$ cat config.mk
export PLATFORM = sky130hd
export DESIGN_NAME = app_state_sequencer
export DESIGN_NICKNAME = d
export VERILOG_FILES = /design/src/rtl/app_state_pkg.sv /design/src/rtl/app_state_sequencer_cycle_timer.sv /design/src/rtl/app_state_sequencer.sv
export SDC_FILE = /design/constraint.sdc
export NUM_CORES = 1
export LEC_CHECK = 0
export ABC_AREA = 0
export BUFFER_PORTS_ARGS = -buffer_cell sky130_fd_sc_hd__buf_2
export CAP_MARGIN = 10
export CORE_ASPECT_RATIO = 0.9
export CORE_MARGIN = 5
export CORE_UTILIZATION = 55
export CTS_CLUSTER_DIAMETER = 80
export DETAILED_ROUTE_END_ITERATION = 7
export PLACE_DENSITY = 0.74
export SETUP_SLACK_MARGIN = 0.02
export SKIP_LAST_GASP = 1
export SLEW_MARGIN = 20
export SYNTH_ARGS = -nofsm -noshare
export SYNTH_HDL_FRONTEND = slang
export SYNTH_SLANG_ARGS = --single-unit
$ cat constraint.sdc
create_clock -name clk -period 4 [get_ports clk]
set_input_delay 0.2 -clock clk [delete_from_list [all_inputs] [get_ports clk]]
set_output_delay 0.2 -clock clk [all_outputs]
set_load 0.01 [all_outputs]
$ cat src/rtl/app_state_pkg.sv
// Shared app/screen state encodings and menu codes for the sequencer and the
// OLED/7-segment output mux.
package app_state_pkg;

    typedef enum logic [3:0] {
        ST_MENU        = 4'b0000,
        ST_VOLUME      = 4'b0001,
        ST_POKEMON     = 4'b0010,
        ST_POKE_OVER   = 4'b0011,
        ST_FRUIT       = 4'b0100,
        ST_POTION      = 4'b0101,
        ST_LOADING     = 4'b0110,
        ST_POTION_OVER = 4'b0111,
        ST_POTION_WIN  = 4'b1000,
        ST_LOCKED      = 4'b1111
    } app_state_e;

    localparam int unsigned LOAD_STEPS = 96;

    localparam logic [1:0] SEL_VOLUME  = 2'd0;
    localparam logic [1:0] SEL_POKEMON = 2'd1;
    localparam logic [1:0] SEL_FRUIT   = 2'd2;
    localparam logic [1:0] SEL_POTION  = 2'd3;

    // Game reached after the loading screen for a given menu cursor value.
    function automatic app_state_e sel_to_game(input logic [1:0] sel);
        case (sel)
            SEL_POKEMON: return ST_POKEMON;
            SEL_FRUIT:   return ST_FRUIT;
            SEL_POTION:  return ST_POTION;
            default:     return ST_VOLUME;
        endcase
    endfunction

    function automatic logic is_hold_state(input app_state_e s);
        case (s)
            ST_POKE_OVER, ST_POTION_OVER, ST_POTION_WIN: return 1'b1;
            default:                                     return 1'b0;
        endcase
    endfunction

endpackage

$ cat src/rtl/app_state_sequencer_cycle_timer.sv
// Shared cycle counter: counts 0..limit while enabled, wraps at limit, and is
// held at zero when cleared or disabled.
module cycle_timer #(
    parameter int unsigned CNT_W = 32
) (
    input  logic             clk,
    input  logic             rst_n,
    input  logic             clr,
    input  logic             en,
    input  logic [CNT_W-1:0] limit,
    output logic             done,
    output logic [CNT_W-1:0] count
);

    logic [CNT_W-1:0] r_count;
    logic [CNT_W-1:0] w_count_nxt;

    assign done  = en && (r_count == limit);
    assign count = r_count;

    // Next count value: clear has priority, the wrap at limit restarts from zero.
    always_comb begin
        w_count_nxt = '0;
        if (clr) begin
            w_count_nxt = '0;
        end else if (en && !done) begin
            w_count_nxt = r_count + CNT_W'(1);
        end else begin
            w_count_nxt = '0;
        end
    end

    // Counter register.
    always_ff @(posedge clk or negedge rst_n) begin
        if (!rst_n) begin
            r_count <= '0;
        end else begin
            r_count <= w_count_nxt;
        end
    end

endmodule

$ cat src/rtl/app_state_sequencer.sv
// Top-level application controller: lock/unlock, menu, timed loading screen,
// game-over/win hold screens and the one-cycle game start pulse.
module app_state_sequencer
    import app_state_pkg::*;
#(
    parameter int unsigned LOAD_STEP   = 1_041_667,
    parameter int unsigned HOLD_CYCLES = 300_000_000,
    parameter int unsigned CNT_W       = 32
) (
    input  logic       clk,
    input  logic       rst_n,
    input  logic       unlock_ok,
    input  logic       lock_req,
    input  logic       btn_c,
    input  logic       btn_l,
    input  logic [1:0] menu_sel,
    input  logic       pokemon_over,
    input  logic       potion_over,
    input  logic       potion_win,
    output logic [3:0] state,
    output logic [6:0] load_progress,
    output logic       game_start
);

    localparam logic [CNT_W-1:0] LOAD_LIM = CNT_W'(LOAD_STEP - 1);
    localparam logic [CNT_W-1:0] HOLD_LIM = CNT_W'(HOLD_CYCLES - 1);

    app_state_e       r_state;
    app_state_e       w_next_state;
    app_state_e       r_target;
    app_state_e       w_next_target;
    logic [6:0]       r_progress;
    logic [6:0]       w_next_progress;
    logic             r_start;
    logic             w_next_start;

    logic             w_timer_en;
    logic             w_timer_clr;
    logic             w_timer_done;
    logic [CNT_W-1:0] w_timer_limit;
    logic [CNT_W-1:0] w_timer_count;
    logic             w_unused_count;

    assign state          = r_state;
    assign load_progress  = r_progress;
    assign game_start     = r_start;
    assign w_unused_count = ^w_timer_count;

    // Timer runs only in LOADING and the hold screens; any state change restarts it.
    always_comb begin
        w_timer_en    = (r_state == ST_LOADING) || is_hold_state(r_state);
        w_timer_limit = (r_state == ST_LOADING) ? LOAD_LIM : HOLD_LIM;
        w_timer_clr   = (w_next_state != r_state);
    end

    cycle_timer #(
        .CNT_W (CNT_W)
    ) u_timer (
        .clk   (clk),
        .rst_n (rst_n),
        .clr   (w_timer_clr),
        .en    (w_timer_en),
        .limit (w_timer_limit),
        .done  (w_timer_done),
        .count (w_timer_count)
    );

    // Next-state, target, progress and start-pulse decode.
    always_comb begin
        w_next_state    = r_state;
        w_next_target   = r_target;
        w_next_progress = r_progress;
        w_next_start    = 1'b0;

        if (lock_req && (r_state != ST_LOCKED)) begin
            w_next_state    = ST_LOCKED;
            w_next_progress = 7'd0;
        end else begin
            case (r_state)
                ST_LOCKED: begin
                    if (unlock_ok) begin
                        w_next_state    = ST_MENU;
                        w_next_progress = 7'd0;
                    end else begin
                        w_next_state = ST_LOCKED;
                    end
                end
                ST_MENU: begin
                    if (btn_c && (menu_sel == SEL_VOLUME)) begin
                        w_next_state = ST_VOLUME;
                        w_next_start = 1'b1;
                    end else if (btn_c) begin
                        w_next_state    = ST_LOADING;
                        w_next_target   = sel_to_game(menu_sel);
                        w_next_progress = 7'd0;
                    end else begin
                        w_next_state = ST_MENU;
                    end
                end
                ST_LOADING: begin
                    if (w_timer_done && (r_progress == 7'(LOAD_STEPS - 1))) begin
                        w_next_state    = r_target;
                        w_next_progress = 7'(LOAD_STEPS);
                        w_next_start    = 1'b1;
                    end else if (w_timer_done) begin
                        w_next_progress = r_progress + 7'd1;
                    end else begin
                        w_next_progress = r_progress;
                    end
                end
                ST_VOLUME, ST_FRUIT: begin
                    if (btn_l) begin
                        w_next_state    = ST_MENU;
                        w_next_progress = 7'd0;
                    end else begin
                        w_next_state = r_state;
                    end
                end
                ST_POKEMON: begin
                    if (pokemon_over) begin
                        w_next_state = ST_POKE_OVER;
                    end else if (btn_l) begin
                        w_next_state    = ST_MENU;
                        w_next_progress = 7'd0;
                    end else begin
                        w_next_state = ST_POKEMON;
                    end
                end
                ST_POTION: begin
                    // A win reported together with a loss counts as a win.
                    if (potion_win) begin
                        w_next_state = ST_POTION_WIN;
                    end else if (potion_over) begin
                        w_next_state = ST_POTION_OVER;
                    end else if (btn_l) begin
                        w_next_state    = ST_MENU;
                        w_next_progress = 7'd0;
                    end else begin
                        w_next_state = ST_POTION;
                    end
                end
                ST_POKE_OVER, ST_POTION_OVER, ST_POTION_WIN: begin
                    if (w_timer_done || btn_c) begin
                        w_next_state    = ST_MENU;
                        w_next_progress = 7'd0;
                    end else begin
                        w_next_state = r_state;
                    end
                end
                default: begin
                    w_next_state    = ST_MENU;
                    w_next_progress = 7'd0;
                end
            endcase
        end
    end

    // State, target and output registers.
    always_ff @(posedge clk or negedge rst_n) begin
        if (!rst_n) begin
            r_state    <= ST_LOCKED;
            r_target   <= ST_MENU;
            r_progress <= 7'd0;
            r_start    <= 1'b0;
        end else begin
            r_state    <= w_next_state;
            r_target   <= w_next_target;
            r_progress <= w_next_progress;
            r_start    <= w_next_start;
        end
    end

endmodule

Word-level counts from Yosys, hierarchy flattened
Index checks and enable logic that the tools add are counted.
{"block": "totals", "in_bits": 11, "reg_bits": 48, "elab_cells": 81, "output_inout_bits": 12}
{"block": "op_classes", "bitwise": 2, "reduce_logical": 14, "n_mux": 34, "addsub": 2, "n_eq_ne": 24}
{"op": "$mux W7", "n": 11}
{"op": "$mux W32", "n": 2}
{"op": "$pmux W7 S7", "n": 1}
{"op": "$add A32 B1 Y32 const B", "n": 1}
{"op": "$eq A32 B29 Y1", "n": 1}
{"op": "$mux W29", "n": 1}
{"op": "$pmux W4 S7", "n": 1}
{"op": "$mux W4", "n": 6}
{"op": "$ne A3 B3 Y1 const B", "n": 7}
{"op": "$eq A4 B3 Y1 const B", "n": 4}
{"op": "$mux W3", "n": 4}
{"op": "$pmux W3 S3", "n": 1}
{"op": "$eq A4 B2 Y1 const B", "n": 2}
{"op": "$eq A4 B4 Y1 const B", "n": 2}
{"op": "$reduce_and A8 Y1", "n": 1}
{"op": "$add A7 B1 Y7 const B", "n": 1}
{"op": "$eq A7 B7 Y1 const B", "n": 1}
{"op": "$logic_and A1 B1 Y1", "n": 5}
{"op": "$eq A2 B2 Y1 const B", "n": 2}
{"op": "$eq A4 B1 Y1 const B", "n": 1}
{"op": "$logic_not A4 Y1", "n": 1}
{"op": "$mux W1", "n": 4}
{"op": "$mux W2", "n": 2}
{"op": "$ne A4 B1 Y1 const B", "n": 1}
{"op": "11 further kinds", "n": 13}

Depth between registers and ports, before layout
{"block": "logic_depth", "depth_word": 11, "depth_mapped": 9, "depth_no_buf": 7}

By module
Synthesis repeated with hierarchy kept, for this count alone.
{"block": "hier_totals", "cells_unflattened": 346, "hier_area_um2": 3211.8}
{"mod": "cycle_timer", "area_each_um2": 1954.4, "cells_per_inst": 204, "seq_area_each_um2": 800.8, "instances": 1}
{"mod": "app_state_sequencer", "area_each_um2": 1257.5, "cells_per_inst": 142, "seq_area_each_um2": 380.4, "instances": 1}

Worst setup path after synthesis
No wires, ideal clock.
{"block": "synth_path", "path_kind": "reg-to-reg", "from": "reg r_state[3], in the netlist state[3]", "to": "reg u_timer.r_count[10], in the netlist u_timer.count[10]", "setup_ns": 0.125, "arrival_ns": 1.992, "slack_ns": 1.883, "path_buffers": 2, "synth_period_minus_slack_ns": 2.117, "required_time_ns": 3.875, "stages_incl_launch_ff": 9, "path_cell_list": "dfstp_2 > buf_2 > nand4_1 > mux2i_1 > nand4_1 > or3b_1 > o2111ai_2 > buf_2 > nor3_1"}
{"block": "synth_between", "elab_chain_cells": 11, "word_cells_on_any_way": 31, "cone_classes": "12 x eq/ne; 9 x mux; 10 x reduce/logical"}
{"item": "start: declaration", "line_no": "app_state_sequencer.sv:28", "source": "app_state_e r_state;"}
{"item": "start signal: assignment", "line_no": "app_state_sequencer.sv:166", "source": "r_state <= w_next_state;"}
{"item": "branches (longest 10 deep; another with $eq A32 B29 Y1)"}
{"item": "$mux W32 (*)", "line_no": "app_state_sequencer_cycle_timer.sv:24", "source": "if (clr) begin"}
{"item": "via u_timer.w_count_nxt[10]", "line_no": "app_state_sequencer_cycle_timer.sv:16", "source": "logic [CNT_W-1:0] w_count_nxt;"}
{"item": "end signal: assignment", "line_no": "app_state_sequencer_cycle_timer.sv:38", "source": "r_count <= w_count_nxt;"}
{"item": "end: declaration", "line_no": "app_state_sequencer_cycle_timer.sv:15", "source": "logic [CNT_W-1:0] r_count;"}
Mark *: on every way through the listed nets, which the timed path passes.
A chain may end at the register's enable or synchronous reset.

Worst setup path in the final report
{"block": "layout_path", "from": "reg r_state[1], in the netlist state[1]", "to": "reg u_timer.r_count[5], in the netlist u_timer.count[5]"}
Same word-level chain as after synthesis.

==> reports/metrics.csv <==
stage,metric,value,unit
status,status,"complete, no violations",
global_route,GRT Residual Overflow,0,
sta,Slew Limit Fails,0,
sta,RSZ-0062 raised after global routing,no,
critical_path,Setup crit start kind,flop,
synth,mux cell area share after synthesis,0.696,%
synth,"count leader, synth",dfrtp_1,
final_layout,Area Growth Syn to Fin,8.72,%
floorplanning,core footprint,0.00532,mm2
sta,f_max,396,MHz
synth,XOR/XNOR Fraction of Synth Area,8.60,%
worst_hold_path,hold path startpoint,btn_c,
synth,"EDFF count, synth",0,
floorplanning,die height,80.7,um
clock_tree,clk_lat worst skew,300,ps
clock_tree,CTS Hold Bufs,0,
synth,Synth top area share,35.2,%
routing,via-per-instance ratio,6.22,
pwr,PD cells,373,mW/mm2
clock_tree,Root Buffer,clkbuf_8,
sta,pin slew with the least headroom to its limit,714,ps
routing,post-route antenna net violation count,0,
sta,Final setup viols,0,
synth,"Avg Cell Area, Syn",9.09,um2
sta,Tmin final,2530,ps
placement,HPWL Detailed,4770,um
critical_path,CP Capture Type,flop,
routing,DRT iter0 DRCs,177,
routing,via count,2593,
critical_path,critical path arrival,2700,ps
clock_tree,number of setup buffers added after CTS,0,
synth,number of distinct library cells after synthesis,65,
critical_path,WP data required,4180,ps
worst_hold_path,HP Class,primary input to flop,
critical_path,worst-path maximum fanout,32,
synth,sequential share of the synthesized area,38.7,%
critical_path,Crit Path Class,flop to flop,
global_route,number of antenna violations at the first check in global routing,0,
global_route,first-pass GRT wire length,11500,um
synth,Post-Synth Adder-Cell Area,2.46,%
clock_tree,Clock Sinks,47,
sta,clock skew,6.72,ps
final_layout,antenna fix cells,0,
synth,Mapped Area,0.00306,mm2
final_layout,layout cells sized above 1,15.7,%
pwr,worst vdd ir,0.301,mV
synth,Synth Area in Compound Gates,11.1,%
synth,post-synthesis instance total,336,
final_layout,nets,366,
clock_tree,Clock Path Buffers,2,
routing,DRC violations left,0,
clock_tree,CTS Buf Count,5,
sta,"Hold Vio Cnt, Final",0,
floorplanning,initial core utilization,57.5,%
routing,first-pass detailed-route iteration total,4,
placement,routability cong.,0.919,
synth,dominant cell type by area after synthesis,dfrtp_1,
global_route,total track usage,20.5,%
flow_run,number of max-cap violations,0,
synth,number of synthesized register bits,47,
global_route,pin count of the biggest net entering global routing,48,
worst_hold_path,hold path depth,4,
pwr,Total Power,1.24,mW
global_route,vias in the first global route,2382,
sta,relative slew slack,52.3,%
floorplanning,Die Area,0.00715,mm2
sta,setup_tns,0,ps
clock_tree,CTS resizes,0,
critical_path,r2r setup slk,1470,ps
routing,final WL,6850,um
placement,IO Port Bufs,22,
synth,syn_nets,353,
synth,synth warn,0,
clock_tree,H-tree depth,2,
floorplanning,# IOs,23,
floorplanning,die span in x,88.6,um
synth,main combinational cell family by area after synthesis,simple AND/OR/NAND/NOR gates,
synth,"top cells by count, synth","43 x dfrtp_1, 40 x nor3_1, 23 x nand2_1, 21 x nor2_1, 19 x nand3_1",
synth,dominant cells by area after synthesis,"dfrtp_1 35%, nor3_1 6.6%, xor2_1 4.6%",
critical_path,RR Startpoint,state[1],
critical_path,CP Launch Point,state[1],
critical_path,Worst Reg-to-Reg Cells,7,
floorplanning,site row count,25,
routing,wire per inst,16.4,um
pwr,Static Leak,1.32,nW
synth,Synth Area in Simple Gates,34.0,%
synth,Post-synth top flop,dfrtp_1,
sta,final period utilization,63.2,%
synth,Post-synth ARST share,100,%
clock_tree,clock slew at reported path FFs,90,ps
clock_tree,TritonCTS clock tree,done,
[flip-flops by register name, indices dropped and copies added, names as in the netlist]
name,flops
load_progress,7
state,4
r_target,3
u_timer.count,32
game_start,1
[layout by cell type, fill, tap and decap left out, types with 3 or more instances in the layout]
cell type	count
clkbuf_8	5
ha_1	6
or3_1	3
buf_2	21
a211oi_1	4
a32o_1	3
nand3_1	19
nand2_1	23
nor2_1	21
xnor2_1	14
a21oi_1	10
inv_1	11
and4_1	6
and2_1	4
or2_2	3
nor3_1	40
nor4_1	5
buf_4	3
nand4_1	18
o21ai_0	6
and3_1	4
nand2b_1	4
dfrtp_1	43
xor2_1	16
dfstp_2	4
nor3b_1	5
[logic make-up (layout without fill, tap and decap cells)]
family                     Yosys count  after routing
muxes                                2              2
DFF                                 47             47
buffers and inverters               30             44
AOI/OAI and AO/OA                   43             43
adders and majority gates            6              6
xor gates and xnor gates            30             30
and+or+nand+nor                    178            178
[through the flow]
step / area, um2 / instances / utilization [%] / hold slack, ps / worst slack [ps]
final: 3320 / 417 / 62.5 / 206 / 1470
after global routing: 3320 / 417 / 62.5 / 234 / 1310
after CTS: 3310 / 416 / 62.2 / 116 / 1490
after detailed placement: 3170 / 408 / 59.7 / 440 / 1510
after global placement: 3170 / 408 / 59.7 / 442 / 1600
after floorplan: 3060 / 336 / - / -95.6 / 1880
[worst paths after layout]
path / to
max: u_timer.count[5]
min: state[0]
max reg2reg: u_timer.count[5]
min reg2reg: state[0]
max in group asynchronous: u_timer.count[26]
min in group asynchronous: load_progress[0]
[layout make-up]
class / count / area (um2)
well taps: 67 / 83.8
fillers: 483 / 2000
clock buffers: 5 / 68.8
repair buffers: 25 / 138
multi-input cells: 259 / 1740
flip-flops and latches: 47 / 1180
inverters: 11 / 41.3
clock inverters: 3 / 67.6
[critical path, cell delays in order, from the launching register on]
cell,delay (ps)
dfstp_2,690
and4bb_1,380
nand4_1,170
o22ai_2,300
a21oi_1,180
nor3b_4,210
buf_4,350
nor3_1,100
[metal layers]
layer	up-vias	share of wire, %	global-route usage [%]	routed length, um
met2	55	45	30.9	3100
li1	1265	-	-	-
met1	1269	50	30.0	3400
met3	4	4.7	4.00	319
met4	0	0.48	5.44	33
met5	-	0	0	0
[where the power goes]
group	total [mW]	switching, mW	internal [mW]
registers	0.561	0.0526	0.508
clock network	0.417	0.168	0.249
logic	0.262	0.160	0.102
Note: power is estimated with default switching activity, not from simulation.
